### config.mk
export PLATFORM = sky130hd
export DESIGN_NAME = sonar_uc
export DESIGN_NICKNAME = d
export VERILOG_FILES = /design/src/rtl/sonar_pkg.sv /design/src/rtl/contador_m.sv /design/src/rtl/sonar_uc.sv
export SDC_FILE = /design/constraint.sdc
export NUM_CORES = 1
export LEC_CHECK = 0
export ABC_AREA = 1
export BUFFER_PORTS_ARGS = -buffer_cell sky130_fd_sc_hd__buf_4
export CORE_AREA = 8 8 45 47
export CTS_BUF_LIST = sky130_fd_sc_hd__clkbuf_8 sky130_fd_sc_hd__clkbuf_16
export CTS_CLUSTER_SIZE = 40
export DETAILED_ROUTE_END_ITERATION = 16
export DIE_AREA = 0 0 53 55
export MAX_ROUTING_LAYER = met4
export PLACE_DENSITY_LB_ADDON = 0.15
export SYNTH_ARGS = -nofsm -noshare
export SYNTH_HDL_FRONTEND = slang
export SYNTH_SLANG_ARGS = --single-unit
### constraint.sdc
create_clock -name clock -period 1.8 [get_ports clock]
set_input_delay 0.09 -clock clock [delete_from_list [all_inputs] [get_ports clock]]
set_output_delay 0.09 -clock clock [all_outputs]
set_load 0.02 [all_outputs]
### src/rtl/sonar_pkg.sv
// Shared encodings and constants for the sonar control unit.
package sonar_pkg;

  typedef enum logic [3:0] {
    INICIAL            = 4'h0,
    PREPARACAO         = 4'h1,
    ESPERA_INTERVALO   = 4'h2,
    MEDIDA             = 4'h3,
    ESPERA_MEDIDA      = 4'h4,
    TRANSMISSAO        = 4'h5,
    ESPERA_TRANSMISSAO = 4'h6,
    PROXIMO_CARACTERE  = 4'h7,
    PROXIMA_POSICAO    = 4'h8,
    FALHA_MEDIDA       = 4'hE
  } estado_t;

  localparam int unsigned TIMEOUT_CYCLES_DEF = 1_500_000;
  localparam int unsigned FRAME_LEN          = 8;

endpackage

### src/rtl/contador_m.sv
// Modulo-M up counter with synchronous clear and a terminal-count flag.
module contador_m #(
  parameter int unsigned M = 100,
  parameter int unsigned N = 7
) (
  input  logic clock,
  input  logic zera_s,
  input  logic conta,
  output logic fim
);

  logic [N-1:0] q;

  always_ff @(posedge clock) begin
    if (zera_s) begin
      q <= '0;
    end else if (conta) begin
      if (q == N'(M - 1)) q <= '0;
      else                q <= q + 1'b1;
    end
  end

  assign fim = (q == N'(M - 1));

endmodule

### src/rtl/sonar_uc.sv
// Moore control unit sequencing the sonar datapath per servo position.
// Define SONAR_TIMEOUT_EN to compile in the echo watchdog and the falha_medida path.
//
// state              | meaning
// inicial            | idle, servo PWM held off
// preparacao         | clear datapath counters and position
// espera_intervalo   | servo settling
// medida             | start measurement
// espera_medida      | wait for echo (watchdog armed with macro)
// transmissao        | start one serial character
// espera_transmissao | wait for character sent
// proximo_caractere  | advance character counter
// proxima_posicao    | frame done, advance servo
// falha_medida       | echo timeout, skip frame and advance servo
module sonar_uc
  import sonar_pkg::*;
#(
  parameter int unsigned TIMEOUT_CYCLES = TIMEOUT_CYCLES_DEF
) (
  input  logic       clock,
  input  logic       reset,
  input  logic       ligar,
  input  logic       fim_distancia,
  input  logic       fim_transmissao,
  input  logic       fim_contador_serial,
  input  logic       fim_contador_intervalo,
  output logic       zera,
  output logic       zera_pwm,
  output logic       reset_updown,
  output logic       conta_intervalo,
  output logic       medir,
  output logic       transmitir,
  output logic       conta_serial,
  output logic       conta_updown,
  output logic       pronto,
  output logic       erro,
  output logic [3:0] db_estado
);

  estado_t estado, proximo;

  always_ff @(posedge clock) begin
    if (reset) estado <= INICIAL;
    else       estado <= proximo;
  end

`ifdef SONAR_TIMEOUT_EN
  localparam int unsigned WD_W = (TIMEOUT_CYCLES > 1) ? $clog2(TIMEOUT_CYCLES) : 1;
  logic wd_fim;

  // Cleared while in medida so the count starts at 0 on the first espera_medida cycle.
  contador_m #(.M(TIMEOUT_CYCLES), .N(WD_W)) u_watchdog (
    .clock  (clock),
    .zera_s (reset || (estado == MEDIDA)),
    .conta  (estado == ESPERA_MEDIDA),
    .fim    (wd_fim)
  );
`else
  assign erro = 1'b0;
`endif

  always_comb begin
    proximo         = INICIAL;
    zera            = 1'b0;
    zera_pwm        = 1'b0;
    reset_updown    = 1'b0;
    conta_intervalo = 1'b0;
    medir           = 1'b0;
    transmitir      = 1'b0;
    conta_serial    = 1'b0;
    conta_updown    = 1'b0;
    pronto          = 1'b0;
`ifdef SONAR_TIMEOUT_EN
    erro            = 1'b0;
`endif
    case (estado)
      INICIAL: begin
        zera_pwm = 1'b1;
        proximo  = ligar ? PREPARACAO : INICIAL;
      end
      PREPARACAO: begin
        zera         = 1'b1;
        reset_updown = 1'b1;
        zera_pwm     = 1'b1;
        proximo      = ESPERA_INTERVALO;
      end
      ESPERA_INTERVALO: begin
        conta_intervalo = 1'b1;
        proximo = fim_contador_intervalo ? MEDIDA : ESPERA_INTERVALO;
      end
      MEDIDA: begin
        medir   = 1'b1;
        proximo = ESPERA_MEDIDA;
      end
      ESPERA_MEDIDA: begin
        // A measurement completing in the expiry cycle takes priority.
        if (fim_distancia)  proximo = TRANSMISSAO;
`ifdef SONAR_TIMEOUT_EN
        else if (wd_fim)    proximo = FALHA_MEDIDA;
`endif
        else                proximo = ESPERA_MEDIDA;
      end
      TRANSMISSAO: begin
        transmitir = 1'b1;
        proximo    = ESPERA_TRANSMISSAO;
      end
      ESPERA_TRANSMISSAO: begin
        if (fim_transmissao)
          proximo = fim_contador_serial ? PROXIMA_POSICAO : PROXIMO_CARACTERE;
        else
          proximo = ESPERA_TRANSMISSAO;
      end
      PROXIMO_CARACTERE: begin
        conta_serial = 1'b1;
        proximo      = TRANSMISSAO;
      end
      PROXIMA_POSICAO: begin
        conta_serial = 1'b1;
        conta_updown = 1'b1;
        pronto       = 1'b1;
        proximo      = ligar ? ESPERA_INTERVALO : INICIAL;
      end
`ifdef SONAR_TIMEOUT_EN
      FALHA_MEDIDA: begin
        erro         = 1'b1;
        conta_updown = 1'b1;
        proximo      = ligar ? ESPERA_INTERVALO : INICIAL;
      end
`endif
      default: proximo = INICIAL;
    endcase
  end

  assign db_estado = estado;

endmodule
==> summary.md <==
| Metric | Value |
|---|---|
| Hold_sp | `reset` |
| Fin Setup TNS | `0 ns` |
| Total power | `approximately 440 uW` |
| PostCTS Resize Cnt | `0` |
| Met2 routed wirelength | `approximately 430 um` |
| Synth warn | `0` |
| P_sw | `between 100 and 150 uW` |
| Final std cells w/o fill | `91` |
| Flop-to-flop setup slack | `0.74 ns` |
| Slew Limit Fails | `0` |
| Startpoint Class | `flip-flop` |
| H-tree lvl count | `1` |
| WL met3 | `107 um` |
| Pre-CTS setup slack | `roughly 0.65 ns` |
| Most frequent cells in the layout | `19 x buf_4, 16 x nor2_1, 8 x nand2_1, 8 x nand3_1, 7 x inv_1` |
| Number of global-route vias before repair | `372` |
| Antenna diodes | `0` |
| DRT Wirelength | `939 um` |
| Top Ports | `21` |
| Setup Fix Bufs, Post-CTS | `0` |
| Critical Path Source | `db_estado[1]$_SDFF_PP0_` |
| MaxCap Viol Count | `0` |
| Sw Share | `0.324` |
| LEAKAGE | `between 0.2 and 0.3 nW` |
| Clock skew | `about 0.002 ns` |
| Clock buffer depth | `2` |
| Most common cell after layout, fill and taps aside | `buf_4` |
| Highest clock rate | `0.720 GHz` |
| Unrepaired setup endpoints after global routing | `no` |
| Initial core utilization | `0.233` |
| Syn_nets | `63` |
| HPWL after detailed placement | `slightly above 800 um` |
| Worst-path clk slew | `0.03 ns` |
| R2R depth | `5` |
| # hold bufs at CTS | `0` |
| Pwr dens | `866 nW/um^2` |
| Flops & latches, synth | `4` |
| WL/cell | `about 10 um` |
| GP Congestion | `0.733` |
| Min-Delay Path Class | `in -> reg` |
| Vias per cell | `4.38` |
| GRT overflow | `0` |
| Crit path DAT | `1.30 ns` |
| Sequential power share | `0.251` |
| Reg2reg end | `db_estado[1]$_SDFF_PP0_` |
| Routed vias | `roughly 400` |
| Setup ws final | `0.411 ns` |
| Clock Sinks | `4` |
| Die ar. | `~3000 sq um` |
| IO buf count | `19` |
| Die Wd | `between 50 and 60 um` |
| Clock root buffer | `clkbuf_8` |
| Post-synthesis cell count | `56` |
| Placed cells | `between 80 and 90` |
| Area leader, netlist | `dfxtp_1` |
| Internal Power | `295 uW` |
| GR Util All Layers | `0.0703` |
| Reg2reg start | `db_estado[1]$_SDFF_PP0_` |
| Fin crit period | `1.39 ns` |
| Layout area overhead | `56.2%` |
| Clock Power Share | `0.433` |
| Final setup fails | `0` |
| Top sig layer | `met4` |
| Initial DRC count | `7` |
| Met1 Wirelength | `396 um` |
| Comb power frac | `0.316` |
| Sequential fraction of the synthesis area | `0.248` |
| Antenna-violating nets left | `0` |
| Die height | `55 um` |
| Worst setup EP type | `output port` |
| Filler cell count | `172` |
| CP endpoint | `conta_serial` |
| Clk_lat worst skew | `0.22 ns` |
| Max reg flops | `4` |
| TritonRoute pass-1 iters | `4` |
| Final worst-path cycle share | `0.772` |
| # rows | `14` |
| Distinct cells, synth | `13` |
| Data required, critical path | `1.71 ns` |
| Core box area | `1380 sq um` |
| Layout cells sized above 1 | `0.360` |
| Drc violations | `0` |
| CP Class | `reg -> out` |
| Status | `completed` |
| Synthesized area per cell | `a little under 6 sq um` |
| Synth top area cells | `dfxtp_1 25%, nor2_1 19%, nand3_1 12%` |
| Mapped Area | `323 sq um` |
| Largest net degree at the start of global routing | `8` |
| CTS tree | `done` |
| Top cell type's share of synthesized area | `0.248` |
| Worst IR Drop VDD | `0.385 mV` |
| Final hold violations | `0` |
| Nets | `84` |
| Number of CTS-inserted buffers | `3` |
| First-pass GRT wire length | `1470 um` |
| Crit path max fanout | `7` |
| Initial antenna violation count | `0` |
[cell type report]
type / instances / area (sq um) / area share
well taps: 16 / 20.0 / 0.0397
inverters: 9 / 33.8 / 0.0670
repair buffers: 19 / 143 / 0.283
flip-flops and latches: 4 / 80.1 / 0.159
multi-input cells: 40 / 186 / 0.370
clock buffers: 3 / 41.3 / 0.0819
[worst max-delay path: stages, from the launching register on]
cell and delay [ns]:
dfxtp_1 0.36, nor2_1 0.29, nand2_1 0.11, o21ai_0 0.17, buf_4 0.17
[metal layers]
| metal | vias to the layer above | global-route usage |
|---|---|---|
| met3 | 2 | 0.0241 |
| met2 | 18 | 0.113 |
| met5 | - | - |
| li1 | 209 | - |
| met1 | 170 | 0.0696 |
| met4 | 0 | 0.0517 |
[worst min path at each step]
stage | to | slack (ns) | cells past startpoint
after CTS | db_estado[1]$_SDFF_PP0_ | 0.06 | 2
after detailed placement | db_estado[1]$_SDFF_PP0_ | 0.28 | 2
final | db_estado[1]$_SDFF_PP0_ | 0.06 | 2
after global placement | db_estado[1]$_SDFF_PP0_ | 0.29 | 2
after global routing | db_estado[2]$_SDFF_PP0_ | 0.08 | 2
after floorplan | db_estado[0]$_SDFF_PP0_ | 0.16 | 1
[logic make-up (layout without fill, tap and decap cells)]
logic type / after synthesis / after routing / synth area share
other cells: 1 / 1 / 0.0116
simple gates: 36 / 36 / 0.508
compound gates: 3 / 3 / 0.0581
buf+inv: 12 / 31 / 0.174
flops: 4 / 4 / 0.248
[cell usage after synthesis, drive strengths merged]
cell type	number
nor2	18
dfxtp	4
nor3	1
a21oi	1
conb	1
nand4	1
nand3	8
inv	9
nand2	8
o21ai	2
buf	3
[stage by stage]
step	hold WS, ns	utilization	cell area, sq um
after floorplan	0.162	-	323
after global placement	0.288	0.335	463
after detailed placement	0.284	0.335	463
after CTS	0.0567	0.364	504
after global routing	0.0751	0.364	504
final	0.0570	0.364	504
[power by group through the flow]
stage | Combinational, mW | Sequential, mW | Clock [mW]
global route | 0.152 | 0.111 | 0.198
CTS | 0.141 | 0.110 | 0.192
finish | 0.138 | 0.110 | 0.189
detailed placement | 0.140 | 0.111 | 0
floorplan | 0.0823 | 0.118 | 0
global placement | 0.141 | 0.111 | 0
(Power assumes the default switching activity.)
